===== src/rtl/uart_rx.sv =====
// 8N1 asynchronous serial receiver, LSB first. Divides the system clock down to
// the bit period, samples the synchronized line at mid-bit and strobes each byte.
`timescale 1ns/1ps
module uart_rx #(
  parameter int CLK_FREQ = 100000000,
  parameter int BAUD     = 9600
) (
  input  logic       clk,
  input  logic       rst,
  input  logic       rxd,
  output logic [7:0] data,
  output logic       data_valid,
  output logic       frame_error,
  output logic       busy
);

  localparam int CLKS_PER_BIT = (CLK_FREQ + BAUD / 2) / BAUD;
  localparam int HALF_BIT     = CLKS_PER_BIT / 2;
  localparam int CW           = $clog2(CLKS_PER_BIT + 1);
  localparam logic [CW-1:0] BIT_LAST  = CW'(CLKS_PER_BIT - 1);
  localparam logic [CW-1:0] HALF_LAST = CW'(HALF_BIT - 1);

  typedef enum logic [2:0] {
    IDLE      = 3'd0,
    START     = 3'd1,
    DATA      = 3'd2,
    STOP      = 3'd3,
    WAIT_IDLE = 3'd4
  } state_t;

  state_t        state;
  logic [CW-1:0] cnt;
  logic [2:0]    idx;
  logic [7:0]    shift;
  logic          rxd_m;
  logic          rxd_s;

  // Two-flop synchronizer; resets to the idle (high) line level.
  always_ff @(posedge clk or posedge rst) begin
    if (rst) begin
      rxd_m <= 1'b1;
      rxd_s <= 1'b1;
    end else begin
      rxd_m <= rxd;
      rxd_s <= rxd_m;
    end
  end

  // Receive state machine with registered strobes and busy flag.
  always_ff @(posedge clk or posedge rst) begin
    if (rst) begin
      state       <= IDLE;
      cnt         <= '0;
      idx         <= 3'd0;
      shift       <= 8'h00;
      data        <= 8'h00;
      data_valid  <= 1'b0;
      frame_error <= 1'b0;
      busy        <= 1'b0;
    end else begin
      data_valid  <= 1'b0;
      frame_error <= 1'b0;
      case (state)
        IDLE: begin
          if (!rxd_s) begin
            cnt   <= '0;
            busy  <= 1'b1;
            state <= START;
          end else begin
            busy <= 1'b0;
          end
        end
        START: begin
          if (cnt == HALF_LAST) begin
            cnt <= '0;
            if (rxd_s) begin
              // Line went back high before mid-start: treat as noise.
              busy  <= 1'b0;
              state <= IDLE;
            end else begin
              idx   <= 3'd0;
              state <= DATA;
            end
          end else begin
            cnt <= cnt + CW'(1);
          end
        end
        DATA: begin
          if (cnt == BIT_LAST) begin
            cnt        <= '0;
            shift[idx] <= rxd_s;
            idx        <= idx + 3'd1;
            if (idx == 3'd7) begin
              state <= STOP;
            end else begin
              state <= DATA;
            end
          end else begin
            cnt <= cnt + CW'(1);
          end
        end
        STOP: begin
          if (cnt == BIT_LAST) begin
            cnt <= '0;
            if (rxd_s) begin
              // Returning to IDLE mid-stop-bit lets a back-to-back start be seen.
              data       <= shift;
              data_valid <= 1'b1;
              busy       <= 1'b0;
              state      <= IDLE;
            end else begin
              frame_error <= 1'b1;
              state       <= WAIT_IDLE;
            end
          end else begin
            cnt <= cnt + CW'(1);
          end
        end
        WAIT_IDLE: begin
          if (rxd_s) begin
            busy  <= 1'b0;
            state <= IDLE;
          end else begin
            busy <= 1'b1;
          end
        end
        default: begin
          busy  <= 1'b0;
          state <= IDLE;
        end
      endcase
    end
  end

endmodule

===== config.mk =====
export PLATFORM = sky130hd
export DESIGN_NAME = uart_rx
export DESIGN_NICKNAME = d
export VERILOG_FILES = /design/src/rtl/uart_rx.sv
export SDC_FILE = /design/constraint.sdc
export NUM_CORES = 1
export LEC_CHECK = 0
export BUFFER_PORTS_ARGS = -buffer_cell sky130_fd_sc_hd__buf_2
export CORE_MARGIN = 2
export CORE_UTILIZATION = 25
export DETAILED_ROUTE_END_ITERATION = 10
export PLACE_DENSITY_LB_ADDON = 0.15
export SETUP_SLACK_MARGIN = 0.1
export SYNTH_ARGS = -nofsm -noshare
export SYNTH_HDL_FRONTEND = slang
export SYNTH_SLANG_ARGS = --single-unit

===== constraint.sdc =====
create_clock -name clk -period 5.25 [get_ports clk]
set_input_delay 1.575 -clock clk [delete_from_list [all_inputs] [get_ports clk]]
set_output_delay 1.575 -clock clk [all_outputs]
set_load 0.02 [all_outputs]

==> impl_results.md <==
- Status: finished, final reports clean
- Pleak: 1.17 nW
- Pre-antenna DRT Iters: 4
- Clock Sinks: 41
- Bufs on Longest Clock Path: 2
- H-tree Lvls: 2
- Layout area overhead: 13.5%
- CTS tree: built
- Slowest Stage Delay on Critical Path: approximately 0.39 ns
- Worst-margin pin slew: approximately 0.75 ns
- Total Routing Usage GR: 11.0%
- Largest net degree at the start of global routing: 42
- Fin crit share: 46.1%
- Grt ovf: 0
- Crit Path Max Fanout: 2
- Reg2Reg Setup Slack: 3.02 ns
- Core area: roughly 0.0078 mm^2
- Drt drc: 0
- Power Total: roughly 0.59 mW
- CP delay by family, top: flip-flops
- Clk slew on worst S/H paths: about 0.090 ns
- Seq cells post-synth: 41
- Gp weighted congestion: a little under 0.8
- Critical Path Start Type: flip-flop
- Kind of end point of the critical path: output pin
- Syn_nets: a little under 200
- Port Buf Inserts: 13
- Starting Density: 26.2%
- Ports: 14
- Cts hold-fix bufs: 0
- Vias per cell: a little under 5
- Inserted Diodes: 0
- Crit Path Class: flip-flop to output pin
- Min Tclk post-route: ~2.4 ns
- Pwr dens: 255 mW/mm^2
- Mapped Cells: 188
- Final-layout fill cell count: around 830
- Final ANT Viol Nets: 0
- DPL Wire Length: just under 3000 um
- Share of cells above drive strength 1: between 10% and 20%
- Clk_skew: roughly 0.0065 ns
- Cell Rows: 32
- Count of cell types in the netlist: 44
- Drt total wl: approximately 4300 um
- Routed len/inst: about 14 um
- Final setup violation count: 0
- Nets@finish: around 210
- VDD IR max: roughly 0.082 mV
- DR iter-0 viols: 91
- Worst-Skew Late Latency: approximately 0.3 ns
- Vias post-DR: between 1000 and 1500
- Worst slew margin: between 50% and 60%
- Initial antenna violation count: 0
- Crit path buffers/inverters: 1
- Synthesized area: 0.00204 mm^2
- Global-route wire length before repair: around 7500 um
- Final Hold Fails: 0
- Synth warn: 0
- Post_cts resized: 0
- Synth Area per Inst: around 11 um^2
- RSZ-0062 raised after global routing: no
- Crit-path cells: buf_2
- FMAX: between 0.4 and 0.5 GHz
- Number of global-route vias before repair: approximately 1500
- Die W: between 90 and 100 um
- Die Area: a little under 0.009 mm^2
- Max-slew violations: 0
- Maxcap violations: 0
- Commonest non-fill, non-tap cell in the layout: dfrtp_1
- WP data required: 3.68 ns
- Hold crit path type: flip-flop to flip-flop
- Fin Setup TNS: 0 ns
- Commonest cells after routing, fill and taps aside: dfrtp_1, nand2_1, buf_2
- Sequential-to-total area share from yosys stat: 50.3%
- CP arrival: ~0.84 ns
- Slowest CP cell: dfrtp_1
- Clock root buffer: clkbuf_8
- Final Core Density: slightly below 30%
- Die Y: 94.4 um
- Post-CTS Setup Bufs: 0
- Cts bufs inserted: 5
==> final cells by class <==
class	instances	area, um^2	share of cell area, %
clock buffers	5	68.8	2.97
clock inverters	3	46.3	2.00
inverters	7	26.3	1.13
multi-input cells	132	948	40.9
flip-flops and latches	41	1030	44.4
well taps	102	128	5.50
repair buffers	14	72.6	3.13
==> state kept, by name, summed over array words and instances, names as in the netlist, 3 cells and up <==
register  flops
cnt          14
data          8
shift         8
idx           3
state         3
==> cells in the mapped netlist (all sizes together) <==
cell type	number	area share (%)
dfrtp	39	48
mux2	16	8.8
nand2	16	2.9
nor2	11	2.0
nor3	9	2.2
nand3	8	2.0
a21oi	7	1.7
inv	7	1.3
o21ai	7	1.7
a22o	6	2.6
nand4	6	2.9
a31oi	5	1.5
clkbuf	5	0.92
and3	4	1.2
ha	4	2.4
nand3b	4	1.5
nor2b	4	1.2
a21o	3	1.1
buf	3	1.0
a221o	2	0.98
and4	2	0.86
dfstp	2	2.6
nor3b	2	0.73
a211o	1	0.43
a22oi	1	0.37
a32o	1	0.49
a32oi	1	0.43
a41oi	1	0.43
and2	1	0.31
and3b	1	0.43
and4b	1	0.49
and4bb	1	0.61
nand2b	1	0.31
nor4	1	1.0
nor4b	1	1.2
o21bai	1	0.37
o311ai	1	0.43
or3	1	0.31
xor2	1	0.43
==> kinds of logic after synthesis <==
group / count (synthesis) / share of synthesized area [%]
buffers and inverters: 15 / 3.25
multiplexers: 16 / 8.82
adder cells (fa/ha/maj): 4 / 2.45
AND/OR/NAND/NOR: 74 / 22.2
XOR/XNOR: 1 / 0.429
flip-flops: 41 / 50.3
AO/OA/AOI/OAI: 37 / 12.6
==> final timing paths <==
kind,startpoint,endpoint,cells after the start
hold reg to reg,rxd_m$_DFF_PP1_,rxd_s$_DFF_PP1_,0
setup reg to reg,cnt[0]$_DFFE_PP0P_,cnt[3]$_DFFE_PP0P_,7
hold / removal,rxd_m$_DFF_PP1_,rxd_s$_DFF_PP1_,0
max in group asynchronous,rst,state[0]$_DFFE_PP0P_,3
setup / recovery,data[0]$_DFFE_PP0P_,data[0],1
min in group asynchronous,rst,data[1]$_DFFE_PP0P_,3
==> through the flow <==
stage | setup WS, ns | instance area (um^2) | instances | hold WS [ns]
finish | 2.83 | 2320 | 304 | 0.362
CTS | 2.81 | 2320 | 304 | 0.359
global placement | 3.02 | 2200 | 296 | 0.347
floorplan | 2.73 | 2040 | 188 | 0.345
detailed placement | 3.02 | 2200 | 296 | 0.347
global route | 2.78 | 2320 | 304 | 0.363
==> per-layer routing <==
metal / track usage, % / vias to the layer above / wire length, um
met4: 3.99 / 0 / 54
met3: 2.39 / 5 / 115
met1: 14.8 / 728 / 2140
met5: 0 / - / 0
li1: - / 717 / -
met2: 17.3 / 17 / 2030
==> report_power, final <==
| group | switching [mW] | internal (mW) |
|---|---|---|
| clock network | 0.122 | 0.142 |
| logic | 0.00702 | 0.00163 |
| registers | 0.00197 | 0.317 |
| total | 0.131 | 0.461 |
(Power assumes the default switching activity.)
